===== config.mk =====
export PLATFORM = sky130hd
export DESIGN_NAME = multiword_add_sequencer
export DESIGN_NICKNAME = d
export VERILOG_FILES = /design/src/rtl/multiword_add_sequencer_pkg.sv /design/src/rtl/carry_skip_adder.sv /design/src/rtl/multiword_add_sequencer.sv
export SDC_FILE = /design/constraint.sdc
export NUM_CORES = 1
export LEC_CHECK = 0
export ABC_AREA = 1
export CAP_MARGIN = 20
export CORE_AREA = 10 10 107 109
export CTS_CLUSTER_SIZE = 12
export DETAILED_ROUTE_END_ITERATION = 10
export DIE_AREA = 0 0 117 119
export PLACE_DENSITY = 0.79
export SYNTH_ARGS = -nofsm -noshare
export SYNTH_HDL_FRONTEND = slang
export SYNTH_SLANG_ARGS = --single-unit

===== constraint.sdc =====
create_clock -name clk -period 12.5 [get_ports clk]
set_clock_uncertainty 0.2 [all_clocks]
set_input_delay 2.5 -clock clk [delete_from_list [all_inputs] [get_ports clk]]
set_output_delay 2.5 -clock clk [all_outputs]
set_load 0.05 [all_outputs]

===== src/rtl/multiword_add_sequencer_pkg.sv =====
// Shared types and sizing helpers for the multi-word add sequencer.
// W / IDX_W below describe the default build; the top derives its own from its parameters.
package mwadd_pkg;

  typedef enum logic [1:0] {
    IDLE = 2'd0,
    RUN  = 2'd1,
    DONE = 2'd2
  } mwadd_state_e;

  localparam int MW_N     = 8;
  localparam int MW_WORDS = 4;
  localparam int W        = MW_N * MW_WORDS;

  // Chunk index width; a single-chunk build still needs a 1-bit register.
  function automatic int idx_width(input int words);
    return (words <= 1) ? 1 : $clog2(words);
  endfunction

  localparam int IDX_W = idx_width(MW_WORDS);

endpackage


===== src/rtl/carry_skip_adder.sv =====
// N-bit carry-skip adder: ripple inside each BLOCK_SIZE block, and a block whose
// bits all propagate forwards its incoming carry directly to the next block.
module carry_skip_adder #(
  parameter int N          = 8,
  parameter int BLOCK_SIZE = 4
) (
  input  logic [N-1:0] a,
  input  logic [N-1:0] b,
  input  logic         cin,
  output logic [N-1:0] s,
  output logic         cout
);

  localparam int NB = N / BLOCK_SIZE;

  logic c;
  logic cb;
  logic p;

  always_comb begin
    s    = '0;
    c    = cin;
    cb   = 1'b0;
    p    = 1'b1;
    for (int blk = 0; blk < NB; blk++) begin
      cb = c;
      p  = 1'b1;
      for (int i = 0; i < BLOCK_SIZE; i++) begin
        s[blk*BLOCK_SIZE+i] = a[blk*BLOCK_SIZE+i] ^ b[blk*BLOCK_SIZE+i] ^ cb;
        cb = (a[blk*BLOCK_SIZE+i] & b[blk*BLOCK_SIZE+i]) |
             (cb & (a[blk*BLOCK_SIZE+i] ^ b[blk*BLOCK_SIZE+i]));
        p  = p & (a[blk*BLOCK_SIZE+i] ^ b[blk*BLOCK_SIZE+i]);
      end
      // skip path: a fully-propagating block passes its carry-in straight through
      c = p ? c : cb;
    end
    cout = c;
  end

endmodule


===== src/rtl/multiword_add_sequencer.sv =====
// Wide adder built from one narrow carry_skip_adder, one N-bit chunk per cycle, LSB first.
// Build option MWADD_SUB_EN adds a sub port turning the operation into a - b.
module multiword_add_sequencer
  import mwadd_pkg::*;
#(
  parameter int N          = 8,
  parameter int BLOCK_SIZE = 4,
  parameter int WORDS      = 4
) (
  input  logic             clk,
  input  logic             rst_n,
  input  logic             in_valid,
  output logic             in_ready,
  input  logic [N*WORDS-1:0] a,
  input  logic [N*WORDS-1:0] b,
  input  logic             cin,
`ifdef MWADD_SUB_EN
  input  logic             sub,
`endif
  output logic             out_valid,
  input  logic             out_ready,
  output logic [N*WORDS-1:0] sum,
  output logic             cout,
  output logic             busy
);

  localparam int TW = N * WORDS;
  localparam int IW = idx_width(WORDS);
  localparam logic [IW-1:0] LAST = IW'(WORDS - 1);

  mwadd_state_e state, state_nx;

  logic [IW-1:0] idx;
  logic          carry;
  logic [TW-1:0] a_q;
  logic [TW-1:0] b_q;
  logic [TW-1:0] sum_q;
  logic          cout_q;
  logic [N-1:0]  chunk_a;
  logic [N-1:0]  chunk_b;
  logic [N-1:0]  chunk_s;
  logic          chunk_c;
  logic          accept;
  logic [TW-1:0] b_in;
  logic          c_in;

`ifdef MWADD_SUB_EN
  // two's complement subtract: invert b and force the initial carry to 1
  assign b_in = sub ? ~b : b;
  assign c_in = sub ? 1'b1 : cin;
`else
  assign b_in = b;
  assign c_in = cin;
`endif

  assign accept  = in_valid && in_ready;
  assign chunk_a = a_q[int'(idx)*N +: N];
  assign chunk_b = b_q[int'(idx)*N +: N];

  carry_skip_adder #(.N(N), .BLOCK_SIZE(BLOCK_SIZE)) u_csa (
    .a    (chunk_a),
    .b    (chunk_b),
    .cin  (carry),
    .s    (chunk_s),
    .cout (chunk_c)
  );

  always_ff @(posedge clk or negedge rst_n) begin
    if (!rst_n) state <= IDLE;
    else        state <= state_nx;
  end

  always_comb begin
    state_nx  = state;
    in_ready  = 1'b0;
    out_valid = 1'b0;
    case (state)
      IDLE: begin
        in_ready = 1'b1;
        if (in_valid) state_nx = RUN;
      end
      RUN: begin
        if (idx == LAST) state_nx = DONE;
      end
      DONE: begin
        out_valid = 1'b1;
        if (out_ready) state_nx = IDLE;
      end
      default: state_nx = IDLE;
    endcase
  end

  always_ff @(posedge clk or negedge rst_n) begin
    if (!rst_n) begin
      idx    <= '0;
      carry  <= 1'b0;
      a_q    <= '0;
      b_q    <= '0;
      sum_q  <= '0;
      cout_q <= 1'b0;
    end else if (accept) begin
      idx   <= '0;
      carry <= c_in;
      a_q   <= a;
      b_q   <= b_in;
    end else if (state == RUN) begin
      sum_q[int'(idx)*N +: N] <= chunk_s;
      carry <= chunk_c;
      if (idx == LAST) begin
        cout_q <= chunk_c;
        idx    <= '0;
      end else begin
        idx <= idx + 1'b1;
      end
    end
  end

  assign sum  = sum_q;
  assign cout = cout_q;
  assign busy = (state != IDLE);

endmodule


-- Word level (Yosys, flattened, before mapping)
Index checks and enable logic that the tools add are counted.
W data, S select, Z words.
- add/subtract/negate cells: 2
- equality and inequality tests: 6
- shifts and indexed selects: 4
- multiplexer cells: 14
- bitwise logic cells: 47
- reductions and logical operators: 7
- operators by type and width (operator ; count):
    $shiftx A32 B6 Y8 ; 2
    $neg A5 Y33 ; 1
    $shift A8 B33 Y32 const A ; 1
    $shiftx A8 B33 Y32 ; 1
    $bwmux W32 ; 1
    $and A1 B1 Y1 ; 22
    $xor A1 B1 Y1 ; 16
    $mux W2 ; 6
    $or A1 B1 Y1 ; 8
    $mux W1 ; 6
    $ne A2 B2 Y1 const B ; 3
    $pmux W2 S3 ; 1
    $reduce_and A3 Y1 ; 2
    $eq A2 B2 Y1 const B ; 2
    $reduce_bool A2 Y1 ; 2
    $add A2 B1 Y2 const B ; 1
    $eq A2 B1 Y1 const B ; 1
    $logic_not A2 Y1 ; 1
    $reduce_and A2 Y1 ; 1
    $logic_and A1 B1 Y1 ; 1
    $not A1 Y1 ; 1
- register bits: 102
- bits of input ports: 69
- output and inout port bits: 36
- logic and storage cells: 87

-- Longest topological paths before layout
Gate-level depths: netlist (run 1).
- depth in word-level cells: 22
- mapped depth: 22
- depth with buffers taken out: 20

-- Modules after synthesis
From an unflattened synthesis (run 1), not the netlist that was laid out.
- cells, all modules: 621
- area total of the unflattened synthesis: 5104.9 um^2
- by module, submodules not included (module ; instances ; cells each ; area each (um^2) ; seq. area each (um^2)):
    multiword_add_sequencer ; 1 ; 584 ; 4755.8 ; 2552.4
    carry_skip_adder ; 1 ; 37 ; 349.1 ; 0.0

-- Worst setup path after synthesis (run 1)
No wires, ideal clock.
- path kind: reg-to-reg
- start point: reg idx[0]
- end point: reg sum_q[15], in the netlist sum[15]
- library setup time: 129 ps
- data arrival time: 4631 ps
- required time: 12171 ps
- slack: 7540 ps
- cell stages (with the launch flop): 21
- path buffers: 2
- clock period less this slack: 4960 ps
- cell sequence: dfrtp_1 > buf_2 > clkbuf_1 > nand2_1 > a32oi_1 > inv_1 > fa_1 > fa_1 > fa_1 > fa_1 > o21bai_1 > and2_1 > fa_1 > inv_1 > fa_1 > inv_1 > fa_1 > inv_1 > fa_1 > nand3_1 > o21ai_0
- cells in the longest elaborated chain, start to end: 20
- elaborated cells on any way between the ends: 47
- those cells by class: 1 x add/sub; 4 x shift; 2 x mux; 40 x bitwise
- RTL lines (what ; line ; source):
    start, declared ; multiword_add_sequencer.sv:33 ; logic [IW-1:0] idx;
    start signal, assigned ; multiword_add_sequencer.sv:113 ; idx <= idx + 1'b1;
    $shiftx A32 B6 Y8, on equally long branches ; multiword_add_sequencer.sv:57, multiword_add_sequencer.sv:58 ;
    $xor A1 B1 Y1 ; carry_skip_adder.sv:29, carry_skip_adder.sv:31, carry_skip_adder.sv:32 ;
    $and A1 B1 Y1 ; carry_skip_adder.sv:31 ; (cb & (a[blk*BLOCK_SIZE+i] ^ b[blk*BLOCK_SIZE+i]));
    $or A1 B1 Y1 ; carry_skip_adder.sv:30 ; cb = (a[blk*BLOCK_SIZE+i] & b[blk*BLOCK_SIZE+i]) |
    $and A1 B1 Y1 ; carry_skip_adder.sv:31 ;
    $or A1 B1 Y1 ; carry_skip_adder.sv:30 ;
    $and A1 B1 Y1 ; carry_skip_adder.sv:31 ;
    $or A1 B1 Y1 ; carry_skip_adder.sv:30 ;
    [... 4 more ...] ; n/a ;
    $or A1 B1 Y1 ; carry_skip_adder.sv:30 ;
    $and A1 B1 Y1 ; carry_skip_adder.sv:31 ;
    $or A1 B1 Y1 ; carry_skip_adder.sv:30 ;
    $and A1 B1 Y1 ; carry_skip_adder.sv:31 ;
    $or A1 B1 Y1 ; carry_skip_adder.sv:30 ;
    $xor A1 B1 Y1 ; carry_skip_adder.sv:29 ; s[blk*BLOCK_SIZE+i] = a[blk*BLOCK_SIZE+i] ^ b[blk*BLOCK_SIZE+i] ^ cb;
    $shiftx A8 B33 Y32 ; multiword_add_sequencer.sv:107 ; sum_q[int'(idx)*N +: N] <= chunk_s;
    $bwmux W32 * ; multiword_add_sequencer.sv:107 ;
    end signal, assigned by index ; multiword_add_sequencer.sv:107 ;
    end, declared ; multiword_add_sequencer.sv:37 ; logic [TW-1:0] sum_q;
Every way passes the cells marked *; elsewhere a longest branch is shown, timed or not.
A chain may end at the register's enable or synchronous reset.

-- Final worst setup path (run 1)
- start point: reg idx[0]
- end point: reg sum_q[31], in the netlist sum[31]
Same word-level chain as after synthesis.

==> run_results.csv, run 1 <==
group,metric,value,unit
layout,final_nets,639,
detailed_routing,via_per_inst,5.60,
cts,htree_levels,3,
worst_hold_path,hp-start,"b_q[13]",
placed_design,routabilityCongestion,0.879,
timing,slew_headroom,0.334,
floorplan,die_area,0.0139,mm^2
yosys,synthFlopType,"dfrtp_1",
detailed_routing,ant_nets,0,
pwr,p_per_area,306,mW/mm^2
global_route,grt_pass1_wl,20000,um
timing,final.setup.tns,0,ns
pwr,cellLeakagePower,0.00291,uW
yosys,yosysTopAreaCellShare,0.513,
timing,setup_ws,7.25,ns
critical_path,crit_arrival,5.29,ns
cts,cts_setup_buffers,0,
timing,rsz0062_at_grt,"false",
global_route,antenna_found_initial,0,
timing,drv_slew,0,
timing,hold_viol,0,
timing,setup-violations-final,0,
yosys,ys_seq_area_frac,0.513,
cts,clock-sinks,102,
cts,cts_root_buf,"clkbuf_8",
timing,hold-worst-slack,0.313,ns
yosys,netlist_area,0.00498,mm^2
critical_path,required,12.54,ns
critical_path,path_class,"reg2reg",
yosys,yosysTopAreaCell,"dfrtp_1",
yosys,ys_seq_elements,102,
floorplan,die_w,117,um
placed_design,dpl.hpwl,9300,um
yosys,synthCells,451,
detailed_routing,first_pass_iters,5,
timing,clock.fmax,0.190,GHz
job,maxCapViolCount,0,
critical_path,cp-end-kind,"register",
floorplan,initial_core_util,0.526,
floorplan,coreArea,0.00946,mm^2
detailed_routing,routed-via-count,3737,
critical_path,reg2reg_from,"idx[0]",
timing,period_needed,5.25,ns
worst_hold_path,hold_class,"reg2reg",
global_route,overflow,0,
cts,clock_path_buffers,2,
yosys,synth_area_per_cell,11.0,um^2
yosys,yosysUniqueCellTypes,26,
global_route,grt_pass1_vias,3980,
cts,cts.repair.resized,0,
cts,clock_latency,0.37,ns
layout,area_delta_synth_final,26.2,%
placed_design,io_buffers,104,
layout,fin_util,0.664,
floorplan,die_y,119,um
timing,period_share,0.420,
yosys,synth_most_common_cell,"dfrtp_1",
yosys,synth_area_leaders,"dfrtp_1 (51%), mux2_2 (8.4%), mux2_4 (8.1%)",
pwr,irDropWorstVdd,0.186,mV
detailed_routing,wire_per_inst,18.4,um
yosys,yosysWarnings,0,
cts,path_clk_slew,0.10,ns
layout,stdcell_count,667,
yosys,synth_common_cells,"dfrtp_1 (102), nand2_1 (64), o21ai_0 (58)",
run_status,outcome,"finished clean",
yosys,synthesis.nets,542,
yosys,async_flop_share,1.00,
placed_design,pre_cts_ws,7.29,ns
placed_design,dp.cells,651,
global_route,grt_max_degree,68,
cts,cts_tree,"built",
critical_path,critPathLaunch,"idx[0]",
floorplan,ios,105,
layout,n_antenna_cell,0,
detailed_routing,drt-initial-drc-count,234,
critical_path,cp-start-kind,"register",
cts,postCtsHoldBufs,0,
yosys,synth-edff-count,0,
floorplan,num_rows,36,
critical_path,path_max_fanout,47,
global_route,track_usage,0.177,
cts,cts_buffers,9,
timing,tightest_slew,0.999,ns
layout,layout-drive-gt1-share,0.157,
detailed_routing,drc,0,
detailed_routing,wirelength,12300,um
[where the power goes]
| group | switching (uW) | total, uW | internal (uW) |
|---|---|---|---|
| Sequential | 96.6 | 575 | 478 |
| Clock | 113 | 227 | 113 |
| Combinational | 697 | 1120 | 426 |
[final timing paths]
| check | endpoint | slack [ns] | cells after the start |
|---|---|---|---|
| worst max-delay path | sum[31] | 7.25 | 19 |
| worst min-delay path | b_q[13] | 0.31 | 1 |
| worst max register to register | sum[31] | 7.25 | 19 |
| worst min register to register | b_q[13] | 0.31 | 1 |
| max in group asynchronous | b_q[8] | 9.08 | 2 |
| min in group asynchronous | a_q[31] | 1.92 | 1 |
[layout make-up]
type / count / area, um^2
multi-input cells: 290 / 2160
repair buffers: 109 / 1080
clock buffers: 11 / 131
fillers: 707 / 3180
clock inverters: 5 / 83.8
well taps: 114 / 143
inverters: 36 / 135
flip-flops and latches: 102 / 2550
[per-stage QoR]
step	area, um^2	total power [uW]
after detailed placement	6070	1680
after floorplan	4980	1340
after global placement	6070	1630
after CTS	6280	1910
final	6280	1920
after global routing	6280	2060
[layer usage]
layer	track usage	wire, um	up-vias	part of all wire
met1	0.219	5080	1838	0.41
met5	0	0	-	0
met2	0.295	6090	149	0.50
li1	-	-	1732	-
met4	0.0526	214	0	0.017
met3	0.0492	894	18	0.073
[kinds of logic after synthesis]
logic type               count (synthesis)  share of synthesized area
AO/OA/AOI/OAI                           89                      0.101
adder cells (fa/ha/maj)                 22                     0.0673
buffers and inverters                   59                     0.0545
flip-flops                             102                      0.513
multiplexers                            64                      0.165
AND/OR/NAND/NOR                        115                     0.0997
[layout by cell type, fill, tap and decap left out, drive strengths merged]
cell type,instances
clkdlybuf4s50,103
dfrtp,102
nand2,65
mux2,64
o21ai,58
inv,35
nand3,23
nor2,16
ha,14
a21oi,12
a32oi,12
clkbuf,11
nand4,8
fa,8
buf,6
o22ai,5
bufinv,2
clkinvlp,2
clkinv,2
o21bai,1
and2,1
nor3,1
o31ai,1
or2,1
[state kept, by name (all words and copies together) (netlist names)]
name	count
sum	32
state	2
a_q	32
b_q	32
cout	1
carry	1
idx	2
[critical path, cell delays in order, from the launching register on]
cell      delay, ns
dfrtp_1        0.37
buf_4          0.40
nand2_1        0.09
a32oi_1        0.27
inv_1          0.09
fa_1           0.41
fa_1           0.39
fa_1           0.41
fa_1           0.38
o21bai_1       0.19
and2_1         0.17
fa_1           0.35
inv_1          0.08
fa_1           0.17
inv_1          0.05
fa_1           0.36
inv_1          0.08
fa_1           0.44
nand3_1        0.12
o21ai_0        0.11
No activity file was read; power rests on OpenSTA's default activity.
==> inputs of run 2 (changes only) <==
--- a/config.mk
+++ b/config.mk
@@ -7,11 +7,11 @@
 export LEC_CHECK = 0
 export ABC_AREA = 1
 export CAP_MARGIN = 20
-export CORE_AREA = 10 10 107 109
+export CORE_AREA = 10 10 116 118
 export CTS_CLUSTER_SIZE = 12
 export DETAILED_ROUTE_END_ITERATION = 10
-export DIE_AREA = 0 0 117 119
-export PLACE_DENSITY = 0.79
+export DIE_AREA = 0 0 126 128
+export PLACE_DENSITY = 0.7
 export SYNTH_ARGS = -nofsm -noshare
 export SYNTH_HDL_FRONTEND = slang
 export SYNTH_SLANG_ARGS = --single-unit
==> constraint.sdc (replaced) <==
create_clock -name clk -period 4.58 [get_ports clk]
set_clock_uncertainty 0.2 [all_clocks]
set_input_delay 0.916 -clock clk [delete_from_list [all_inputs] [get_ports clk]]
set_output_delay 0.916 -clock clk [all_outputs]
set_load 0.05 [all_outputs]
==> run_results.csv, run 2 (synthesis results as in run 1) <==
group,metric,value,unit
run_status,outcome,"complete, but fails checks",
run_status,violations,"setup timing",
layout,postLayoutCellArea,0.00661,mm^2
detailed_routing,first_pass_iters,4,
layout,final_nets,654,
detailed_routing,ant_nets,0,
pwr,cellLeakagePower,0.00303,uW
cts,cts_root_buf,"clkbuf_16",
timing,rsz0062_at_grt,"true",
layout,layout_common_cells,"clkdlybuf4s50_1 (103), dfrtp_1 (101), nand2_1 (63)",
placed_design,routabilityCongestion,0.846,
floorplan,coreArea,0.0112,mm^2
cts,htree_levels,3,
pwr,p_int,3140,uW
timing,drv_slew,0,
layout,multi_input_area,0.00222,mm^2
timing,setup_ws,-0.0508,ns
layout,layout.cells.most_common,"clkdlybuf4s50_1",
critical_path,cp-start-kind,"register",
pwr,power.share.combinational,0.587,
global_route,grt_pass1_vias,4003,
pwr,sequentialPowerShare,0.274,
placed_design,dpl.hpwl,9310,um
floorplan,ios,105,
timing,final.setup.tns,-0.160,ns
critical_path,crit_arrival,4.66,ns
detailed_routing,wirelength,12400,um
pwr,p_clk_frac,0.138,
layout,area_delta_synth_final,32.8,%
timing,period_share,1.01,
global_route,antenna_found_initial,0,
cts,clock_path_buffers,2,
placed_design,io_buffers,104,
global_route,grt_max_degree,76,
detailed_routing,drt-initial-drc-count,297,
job,maxCapViolCount,0,
cts,cts_tree,"built",
layout,regArea,0.00255,mm^2
global_route,track_usage,0.153,
timing,tightest_slew,1.00,ns
worst_hold_path,hold_class,"reg2reg",
global_route,overflow,0,
global_route,grt_pass1_wl,20600,um
timing,period_needed,4.63,ns
pwr,switchingPower,2580,uW
cts,clock_latency,0.34,ns
critical_path,required,4.61,ns
detailed_routing,routed-via-count,3730,
timing,slew_headroom,0.330,
detailed_routing,via_per_inst,5.25,
floorplan,die_area,0.0161,mm^2
placed_design,placed_area,0.00621,mm^2
critical_path,cp-end-kind,"register",
cts,cts_buffers,9,
pwr,p_sw_frac,0.451,
cts,clock-sinks,102,
cts,path_clk_slew,0.07,ns
detailed_routing,wire_per_inst,17.4,um
timing,clock.fmax,0.216,GHz
layout,fin_util,0.589,
critical_path,path_max_fanout,7,
cts,postCtsHoldBufs,0,
layout,layout-drive-gt1-share,0.220,
floorplan,die_w,126,um
pwr,p_per_area,866,mW/mm^2
detailed_routing,drc,0,
pwr,power,5730,uW
timing,setup-violations-final,4,
layout,n_antenna_cell,0,
layout,n_fill_cell,954,
critical_path,path_class,"reg2reg",
timing,hold_viol,0,
floorplan,die_y,128,um
pwr,irDropWorstVdd,0.567,mV
timing,hold-worst-slack,0.313,ns
floorplan,initial_core_util,0.444,
floorplan,num_rows,39,
-- run 2: power groups by stage --
stage	logic, uW	clock network (uW)	registers (uW)
6_report	3370	793	1570
5_1_grt	3710	841	1630
4_1_cts	3230	804	1570
3_5_place_dp	3190	0	1580
3_3_place_gp	3100	0	1570
2_1_floorplan	1950	0	1790
-- run 2: metal layers --
| layer | vias up | global-route usage | share of wire |
|---|---|---|---|
| met5 | - | 0 | 0 |
| met4 | 0 | 0.0543 | 0.020 |
| met3 | 18 | 0.0405 | 0.065 |
| met2 | 136 | 0.247 | 0.47 |
| met1 | 1809 | 0.195 | 0.44 |
| li1 | 1767 | - | - |
-- run 2: cell type report --
type	instances	area share
flip-flops and latches	102	0.386
multi-input cells	290	0.336
repair buffers	124	0.182
clock buffers	9	0.0341
well taps	143	0.0271
inverters	36	0.0208
clock inverters	7	0.0138
-- run 2: critical path: stages (launching register included) --
cell	delay (ns)
dfrtp_2	0.49
inv_4	0.11
nand2_2	0.05
a32oi_2	0.18
inv_1	0.10
fa_2	0.37
fa_2	0.35
fa_2	0.36
fa_2	0.35
o21bai_4	0.18
and2_4	0.14
fa_2	0.33
inv_2	0.06
fa_2	0.18
inv_2	0.04
fa_2	0.33
inv_2	0.06
fa_2	0.46
nand4_1	0.12
nand2_1	0.07
-- run 2: what timing repair did --
action	in CTS	in global routing
buffers inserted	3	1
pin swaps	2	2
setup endpoints to repair	4	6
gates resized for setup	4	12
-- run 2: per-stage QoR --
step / setup slack, ns / instances
3_5_place_dp: -0.161 / 691
4_1_cts: -0.0899 / 710
2_1_floorplan: -0.0239 / 451
5_1_grt: -0.192 / 711
3_3_place_gp: -0.0371 / 691
6_report: -0.0508 / 711
-- run 2: path summary, 6_finish.rpt --
kind / start / to / slack (ns) / depth (start not counted)
worst max-delay path: idx[0] / sum[23] / -0.05 / 19
worst max register to register: idx[0] / sum[23] / -0.05 / 19
min in group asynchronous: rst_n / sum[10] / 0.49 / 1
worst min-delay path: sum[24] / sum[24] / 0.31 / 2
worst min register to register: sum[24] / sum[24] / 0.31 / 2
max in group asynchronous: rst_n / b_q[15] / 2.78 / 2
